===== config.mk =====
export PLATFORM = sky130hd
export DESIGN_NAME = regfile_commit_arbiter
export DESIGN_NICKNAME = d
export VERILOG_FILES = /design/src/rtl/regfile_commit_arbiter_pkg.sv /design/src/rtl/regfile_commit_arbiter_rr_scan.sv /design/src/rtl/regfile_commit_arbiter.sv
export SDC_FILE = /design/constraint.sdc
export NUM_CORES = 1
export LEC_CHECK = 0
export CAP_MARGIN = 40
export CORE_ASPECT_RATIO = 0.9
export CORE_MARGIN = 2
export CORE_UTILIZATION = 44
export DETAILED_ROUTE_END_ITERATION = 7
export PLACE_DENSITY = 0.74
export SYNTH_ARGS = -nofsm -noshare
export SYNTH_HDL_FRONTEND = slang
export SYNTH_SLANG_ARGS = --single-unit

===== constraint.sdc =====
create_clock -name clk_i -period 7.85 [get_ports clk_i]
set_input_delay 1.9625 -clock clk_i [delete_from_list [all_inputs] [get_ports clk_i]]
set_output_delay 1.9625 -clock clk_i [all_outputs]
set_load 0.03 [all_outputs]

===== src/rtl/regfile_commit_arbiter_pkg.sv =====
// -----------------------------------------------------------------------------
// regfile_commit_arbiter_pkg
//   Shared types and constants for the register-file commit path.
//   - XLEN / COMMIT_PORTS / LOG2_COMMIT_PORTS : default datapath geometry
//   - reg_addr_t    : architectural register index (x0..x31)
//   - wb_req_t      : one unit's writeback request (valid, rd, data)
//   - wb_port_sel_t : write-port index as reported on wb_port
//   - wrap_idx()    : single-step modulo used for round-robin index math
// -----------------------------------------------------------------------------
package regfile_commit_arbiter_pkg;

  localparam int XLEN              = 32;
  localparam int COMMIT_PORTS      = 2;
  localparam int LOG2_COMMIT_PORTS = 1;
  localparam int REG_ADDR_W        = 5;

  typedef logic [REG_ADDR_W-1:0] reg_addr_t;

  typedef struct packed {
    logic            valid;
    reg_addr_t       rd;
    logic [XLEN-1:0] data;
  } wb_req_t;

  typedef logic [LOG2_COMMIT_PORTS-1:0] wb_port_sel_t;

  // idx is always < 2*n at the call sites, so one conditional subtract
  // is a complete modulo and avoids a divider.
  function automatic int unsigned wrap_idx(input int unsigned idx,
                                           input int unsigned n);
    return (idx >= n) ? (idx - n) : idx;
  endfunction

endpackage


===== src/rtl/regfile_commit_arbiter_rr_scan.sv =====
// -----------------------------------------------------------------------------
// regfile_commit_arbiter_rr_scan
//   Purely combinational grant scan over requests that have already been
//   rotated so that slot 0 is the current round-robin head.
//   Ports:
//     rot_valid_i : per-slot request valid
//     rot_rd_i    : per-slot destination register, 5 bits each
//     rot_grant_o : per-slot grant (includes rd==0 requests, which take no port)
//     rot_write_o : per-slot "granted and occupies a write port"
//     rot_port_o  : per-slot write-port index (meaningful when rot_write_o set)
// -----------------------------------------------------------------------------
module regfile_commit_arbiter_rr_scan
  import regfile_commit_arbiter_pkg::*;
#(
  parameter int NUM_UNITS        = 4,
  parameter int WRITE_PORTS      = COMMIT_PORTS,
  parameter int LOG2_WRITE_PORTS = LOG2_COMMIT_PORTS
) (
  input  logic [NUM_UNITS-1:0]                  rot_valid_i,
  input  logic [NUM_UNITS*REG_ADDR_W-1:0]       rot_rd_i,
  output logic [NUM_UNITS-1:0]                  rot_grant_o,
  output logic [NUM_UNITS-1:0]                  rot_write_o,
  output logic [NUM_UNITS*LOG2_WRITE_PORTS-1:0] rot_port_o
);

  reg_addr_t rd_slot [NUM_UNITS];

  genvar gi;
  generate
    for (gi = 0; gi < NUM_UNITS; gi++) begin : g_unpack
      assign rd_slot[gi] = rot_rd_i[gi*REG_ADDR_W +: REG_ADDR_W];
    end
  endgenerate

  // Walk the slots in priority order. A nonzero rd needs a free port and
  // must not collide with any rd already granted earlier in this same scan;
  // the downstream XOR bank-select update breaks if one rd retires twice in
  // a single cycle. Writes to x0 are simply absorbed.
  always_comb begin
    logic [NUM_UNITS-1:0]                  grant_v;
    logic [NUM_UNITS-1:0]                  write_v;
    logic [NUM_UNITS*LOG2_WRITE_PORTS-1:0] port_v;
    int                                    used;
    logic                                  clash;

    grant_v = '0;
    write_v = '0;
    port_v  = '0;
    used    = 0;

    for (int i = 0; i < NUM_UNITS; i++) begin
      clash = 1'b0;
      for (int j = 0; j < i; j++) begin
        if (write_v[j] && (rd_slot[j] == rd_slot[i])) begin
          clash = 1'b1;
        end
      end

      if (rot_valid_i[i]) begin
        if (rd_slot[i] == '0) begin
          grant_v[i] = 1'b1;
        end else if ((used < WRITE_PORTS) && !clash) begin
          grant_v[i] = 1'b1;
          write_v[i] = 1'b1;
          // Ports are handed out densely from 0 in grant order.
          port_v[i*LOG2_WRITE_PORTS +: LOG2_WRITE_PORTS] = LOG2_WRITE_PORTS'(used);
          used = used + 1;
        end
      end
    end

    rot_grant_o = grant_v;
    rot_write_o = write_v;
    rot_port_o  = port_v;
  end

endmodule


===== src/rtl/regfile_commit_arbiter.sv =====
// -----------------------------------------------------------------------------
// regfile_commit_arbiter
//   Collects results from NUM_UNITS execution units over valid/ack and issues
//   up to WRITE_PORTS register-file writes per cycle, round-robin fair across
//   units, never retiring the same rd on two ports in one cycle.
//   Ports:
//     clk_i          : clock, all state on posedge
//     rst_i          : synchronous active-high reset
//     unit_valid_i   : per-unit result pending (rd/data held until acked)
//     unit_rd_i      : per-unit destination register, 5 bits each
//     unit_data_i    : per-unit result, XLEN bits each
//     unit_ack_o     : combinational accept, forced low during reset
//     rd_addr_o      : registered write address per port
//     rd_data_o      : registered write data per port
//     rd_retired_o   : registered write enable per port
//     wb_port_o      : registered port index of each unit's most recent write
// -----------------------------------------------------------------------------
module regfile_commit_arbiter
  import regfile_commit_arbiter_pkg::*;
#(
  parameter int NUM_UNITS        = 4,
  parameter int WRITE_PORTS      = COMMIT_PORTS,
  parameter int LOG2_WRITE_PORTS = LOG2_COMMIT_PORTS,
  parameter int XLEN             = regfile_commit_arbiter_pkg::XLEN
) (
  input  logic                                  clk_i,
  input  logic                                  rst_i,
  input  logic [NUM_UNITS-1:0]                  unit_valid_i,
  input  logic [NUM_UNITS*REG_ADDR_W-1:0]       unit_rd_i,
  input  logic [NUM_UNITS*XLEN-1:0]             unit_data_i,
  output logic [NUM_UNITS-1:0]                  unit_ack_o,
  output logic [WRITE_PORTS*REG_ADDR_W-1:0]     rd_addr_o,
  output logic [WRITE_PORTS*XLEN-1:0]           rd_data_o,
  output logic [WRITE_PORTS-1:0]                rd_retired_o,
  output logic [NUM_UNITS*LOG2_WRITE_PORTS-1:0] wb_port_o
);

  localparam int PTR_W = (NUM_UNITS > 1) ? $clog2(NUM_UNITS) : 1;
  localparam int PW    = LOG2_WRITE_PORTS;

  // ---------------------------------------------------------------------------
  // State
  // ---------------------------------------------------------------------------
  logic [PTR_W-1:0]                  rr_ptr_q,     rr_ptr_d;
  logic [WRITE_PORTS-1:0]            rd_retired_q, rd_retired_d;
  logic [WRITE_PORTS*REG_ADDR_W-1:0] rd_addr_q,    rd_addr_d;
  logic [WRITE_PORTS*XLEN-1:0]       rd_data_q,    rd_data_d;
  logic [NUM_UNITS*PW-1:0]           wb_port_q,    wb_port_d;

  // ---------------------------------------------------------------------------
  // Rotation: slot k of the scan is unit (rr_ptr + k) mod NUM_UNITS.
  // ---------------------------------------------------------------------------
  logic [PTR_W-1:0]                  slot_unit [NUM_UNITS];
  logic [NUM_UNITS-1:0]              rot_valid;
  logic [NUM_UNITS*REG_ADDR_W-1:0]   rot_rd;
  logic [NUM_UNITS-1:0]              rot_grant;
  logic [NUM_UNITS-1:0]              rot_write;
  logic [NUM_UNITS*PW-1:0]           rot_port;
  logic [NUM_UNITS-1:0]              unit_grant;

  genvar gi;
  generate
    for (gi = 0; gi < NUM_UNITS; gi++) begin : g_rotate
      assign slot_unit[gi] =
        PTR_W'(wrap_idx(int'(rr_ptr_q) + gi, NUM_UNITS));
      assign rot_valid[gi] = unit_valid_i[slot_unit[gi]];
      assign rot_rd[gi*REG_ADDR_W +: REG_ADDR_W] =
        unit_rd_i[slot_unit[gi]*REG_ADDR_W +: REG_ADDR_W];
    end
  endgenerate

  regfile_commit_arbiter_rr_scan #(
    .NUM_UNITS        (NUM_UNITS),
    .WRITE_PORTS      (WRITE_PORTS),
    .LOG2_WRITE_PORTS (LOG2_WRITE_PORTS)
  ) u_scan (
    .rot_valid_i (rot_valid),
    .rot_rd_i    (rot_rd),
    .rot_grant_o (rot_grant),
    .rot_write_o (rot_write),
    .rot_port_o  (rot_port)
  );

  // ---------------------------------------------------------------------------
  // Un-rotate grants back to unit order.
  // ---------------------------------------------------------------------------
  always_comb begin
    unit_grant = '0;
    for (int i = 0; i < NUM_UNITS; i++) begin
      if (rot_grant[i]) begin
        unit_grant[slot_unit[i]] = 1'b1;
      end
    end
  end

  // Acks are suppressed in reset so anything granted in that cycle is still
  // held by its unit and gets re-arbitrated after release.
  assign unit_ack_o = rst_i ? '0 : unit_grant;

  // ---------------------------------------------------------------------------
  // Next-state: output stage, wb_port tracking and round-robin pointer.
  // Unused ports keep their previous address/data; only the enable drops.
  // ---------------------------------------------------------------------------
  always_comb begin
    int               p;
    logic             any_grant;
    logic [PTR_W-1:0] last_unit;

    rd_retired_d = '0;
    rd_addr_d    = rd_addr_q;
    rd_data_d    = rd_data_q;
    wb_port_d    = wb_port_q;
    any_grant    = 1'b0;
    last_unit    = '0;
    p            = 0;

    for (int i = 0; i < NUM_UNITS; i++) begin
      if (rot_write[i]) begin
        p = int'(rot_port[i*PW +: PW]);
        rd_retired_d[p] = 1'b1;
        rd_addr_d[p*REG_ADDR_W +: REG_ADDR_W] = rot_rd[i*REG_ADDR_W +: REG_ADDR_W];
        rd_data_d[p*XLEN +: XLEN] = unit_data_i[slot_unit[i]*XLEN +: XLEN];
        wb_port_d[slot_unit[i]*PW +: PW] = rot_port[i*PW +: PW];
      end
      // Slots are in priority order, so the last hit is the furthest grant
      // from the head; the next scan starts just past it.
      if (rot_grant[i]) begin
        any_grant = 1'b1;
        last_unit = slot_unit[i];
      end
    end

    rr_ptr_d = any_grant
             ? PTR_W'(wrap_idx(int'(last_unit) + 1, NUM_UNITS))
             : rr_ptr_q;
  end

  always_ff @(posedge clk_i) begin
    if (rst_i) begin
      rr_ptr_q     <= '0;
      rd_retired_q <= '0;
      rd_addr_q    <= '0;
      rd_data_q    <= '0;
      wb_port_q    <= '0;
    end else begin
      rr_ptr_q     <= rr_ptr_d;
      rd_retired_q <= rd_retired_d;
      rd_addr_q    <= rd_addr_d;
      rd_data_q    <= rd_data_d;
      wb_port_q    <= wb_port_d;
    end
  end

  assign rd_retired_o = rd_retired_q;
  assign rd_addr_o    = rd_addr_q;
  assign rd_data_o    = rd_data_q;
  assign wb_port_o    = wb_port_q;

endmodule


==> flow_metrics.env, run 1 <==
export IMPL_outcome="finished clean"
export IMPL_path_max_fanout=22
export IMPL_peakVddDrop_mv=0.293
export IMPL_max_slew_margin_pct=27.1
export IMPL_power_frac_seq_pct=12.1
export IMPL_drt_total_wl_um=30000
export IMPL_rsz0062_at_grt="no"
export IMPL_netlist_area_sq_mm=0.00873
export IMPL_cts_sinks=82
export IMPL_grt_pass1_wl_um=46800
export IMPL_powerDensity_mw_per_mm2=498
export IMPL_drc=0
export IMPL_drv_slew=0
export IMPL_synth_compound_area_share_pct=19.4
export IMPL_synthAdderAreaFrac_pct=1.43
export IMPL_ys_types=58
export IMPL_fillers=1692
export IMPL_cpPeakStageDelay_ns=0.64
export IMPL_rr_worst_depth=16
export IMPL_finalSetupTns_ns=0
export IMPL_max_clock_freq_ghz=0.130
export IMPL_wl_met1_um=12300
export IMPL_grt_start_max_net_pins=151
export IMPL_pwr_share_clk_pct=7.4
export IMPL_internal_power_mw=2.81
export IMPL_startpoint_type="primary input"
export IMPL_worstReg2RegStart="rr_ptr_q[0]"
export IMPL_synth_area_top_cells="mux4_2, dfxtp_1, mux2i_1"
export IMPL_port_buffers=237
export IMPL_top_layer="met4"
export IMPL_cts_tree="yes"
export IMPL_initial_utilization_pct=45.1
export IMPL_clkTransAtPathRegs_ns=0.06
export IMPL_combPwrFrac_pct=80.5
export IMPL_seq_area_frac_synth_pct=18.8
export IMPL_nNetsFinal=1364
export IMPL_synth_nets=1180
export IMPL_r2r_end="rd_data_o[53]"
export IMPL_fin_skew_ns=0.00837
export IMPL_hp_start="rd_data_o[56]"
export IMPL_die_area_sq_mm=0.0210
export IMPL_design_area_sq_mm=0.0116
export IMPL_syn_area_per_cell_sq_um=8.59
export IMPL_io_pins=238
export IMPL_gr_usage_all_layers_pct=27.8
export IMPL_worstPathArrival_ns=5.70
export IMPL_min_path_type="register to register"
export IMPL_clock_root_buffer="clkbuf_16"
export IMPL_critPathSlowestCell="nor3_1"
export IMPL_synth_seq_cells=82
export IMPL_cp_data_required_time_ns=5.89
export IMPL_p_leak_nw=3.98
export IMPL_antenna_found_initial=0
export IMPL_gr_total_overflow=0
export IMPL_ant_nets=0
export IMPL_wl_per_cell_um=20.6
export IMPL_cts_max_level=3
export IMPL_dpl_cell_area_sq_mm=0.0113
export IMPL_p_switching_mw=2.97
export IMPL_clk_latency_ns=0.35
export IMPL_synth_cells=1016
export IMPL_synth_top_family_by_area="multiplexers"
export IMPL_synth_xor_area_share_pct=3.01
export IMPL_ys_warn_count=0
export IMPL_numCtsBuffers=9
export IMPL_holdWs_ns=0.609
export IMPL_crit_path_cell_trace="clkdlybuf4s50_1 -> mux4_2 -> or4_1 -> o21ai_4 -> buf_4 -> or4_4 -> clkinv_1 -> nor3_1 -> a222oi_1 -> a21oi_1 -> buf_4"
export IMPL_firstDrtPassIters=7
export IMPL_dieWidth_um=152
export IMPL_min_to="rd_data_o[56]"
export IMPL_synthFlopType="dfxtp_1"
export IMPL_dieHeight_um=138
export IMPL_rrSetupSlack_ns=2.16
export IMPL_met2_length_um=13800
export IMPL_core_sq_mm=0.0193
export IMPL_finalHoldViolCount=0
export IMPL_fin_crit_sh_pct=97.6
export IMPL_finalNonFillerCells=1455
export IMPL_synth_mux_area_share_pct=35.0
export IMPL_synth_edf_count=0
export IMPL_row_count=48
export IMPL_drt_iter0_drc=1041
export IMPL_cts_max_path_buffers=2
export IMPL_crit_path_frequent_cell="buf_4"
export IMPL_yosysTopAreaCellShare_pct=22.2
export IMPL_diodes=0
export IMPL_dp_cells=1438
export IMPL_layout_drive_gt1_share_pct=16.2
export IMPL_area_growth_pct=32.9
export IMPL_end_kind="output port"
export IMPL_hpwl_um=20400
export IMPL_worst_slew_pin_slew_ns=1.09
export IMPL_synthSimpleGateAreaFrac_pct=16.9
export IMPL_critPathKind="primary input to output port"
export IMPL_yosys_area_top_type="mux4_2"
export IMPL_maxCapViolCount=0
export IMPL_wl_met3_um=3270
export IMPL_timing_final_setup_violations=0
export IMPL_vias_per_cell=6.38
export IMPL_grt_pass1_vias=8501
export IMPL_vias=9276
export IMPL_fin_crit_ns=7.67
export IMPL_whs_path_depth=3
export IMPL_gp_congestion=0.934
export IMPL_async_flop_share_pct=0
export IMPL_sw_frac_of_total_pct=51.4
==> cell usage in the layout, fill, tap and decap left out, drive strengths merged, types with 3 or more instances in the layout <==
cell type,n
mux2,36
nor3,50
a31oi,6
xnor2,15
o21ai,14
inv,9
mux4,86
clkbuf,11
o22ai,31
nand2,144
a311o,37
a211oi,33
o31ai,3
a222oi,4
ha,10
dfxtp,82
a221oi,4
buf,38
clkdlybuf4s50,232
nor2,122
xor2,15
clkinv,3
o21a,5
nor2b,3
nand3,13
a21oi,92
mux2i,71
or4,6
a221o,5
==> kinds of logic (layout without fill, tap and decap cells) <==
kind of cell / count (synthesis) / after routing
DFF: 82 / 82
xor gates and xnor gates: 30 / 30
muxes: 193 / 193
buffers and inverters: 106 / 295
and+or+nand+nor: 351 / 351
adders and majority gates: 10 / 10
AOI/OAI and AO/OA: 244 / 244
==> worst max-delay path by stage <==
stage | cells after the start | startpoint | to | slack (ns)
6_report | 11 | unit_rd_i[11] | unit_ack_o[1] | 0.18
5_1_grt | 11 | unit_rd_i[17] | unit_ack_o[1] | 0.01
4_1_cts | 15 | unit_rd_i[11] | unit_ack_o[1] | 0.02
3_5_place_dp | 15 | unit_rd_i[11] | unit_ack_o[1] | 0.05
3_3_place_gp | 15 | unit_rd_i[11] | unit_ack_o[2] | 0.15
2_1_floorplan | 13 | unit_rd_i[10] | unit_ack_o[0] | 0.35
==> layer usage <==
metal	vias up	track usage, %
li1	4249	-
met1	4383	38.6
met2	584	44.9
met3	60	5.03
met4	0	7.97
met5	-	0
==> layout make-up <==
class	instances	area [sq um]	share of cell area [%]
clock buffers	11	233	2.01
flip-flops and latches	82	1650	14.2
multi-input cells	828	6660	57.4
clock inverters	5	53.8	0.464
inverters	9	33.8	0.291
repair buffers	270	2670	23.0
well taps	250	313	2.70
==> worst max-delay path: cells and delay by family <==
kind                   cells  cell delay, ns
AO/OA/AOI/OAI              3            0.61
buffers and inverters      4            1.14
multiplexers               1            0.56
AND/OR/NAND/NOR            3            1.42
==> per-stage QoR <==
stage | utilization [%] | power, mW | setup slack [ns]
finish | 60.0 | 5.78 | 0.185
floorplan | - | 4.06 | 0.349
CTS | 59.9 | 5.73 | 0.0246
global placement | 58.2 | 5.20 | 0.151
detailed placement | 58.4 | 5.28 | 0.0465
global route | 60.0 | 6.18 | 0.0107
==> cell usage after synthesis, types with 10 or more instances <==
master	instances
mux2_2	35
clkbuf_1	60
ha_1	10
dfxtp_1	82
o22ai_1	31
xnor2_1	15
nand2_1	143
xor2_1	15
nor2_1	122
buf_1	12
nor3_1	49
a211oi_1	32
mux2i_1	71
a311o_1	37
a21oi_1	91
nand3_1	13
mux4_2	86
buf_2	15
==> repair_timing <==
action	CTS	global route
setup endpoints to repair	0	4
hold buffers	0	0
buffers inserted	0	1
gates resized for setup	0	3
==> sequential cells by signal, summed over array words and instances, names as in the netlist <==
name	cells
rd_data_o	64
rr_ptr_q	2
wb_port_o	4
rd_addr_o	10
rd_retired_o	2
==> power groups by stage <==
stage / Combinational, mW / Sequential, mW / Clock, mW
after floorplan: 3.14 / 0.920 / 0
after global placement: 4.50 / 0.706 / 0
after detailed placement: 4.57 / 0.705 / 0
after CTS: 4.59 / 0.698 / 0.437
after global routing: 5.01 / 0.716 / 0.455
final: 4.65 / 0.698 / 0.428
(Power assumes the default switching activity.)
==> run 2, diff against run 1 <==
Settings changed: SLEW_MARGIN set to 20.
==> results of run 2 <==
Final layout, timing and power as in run 1 (identical DEF).
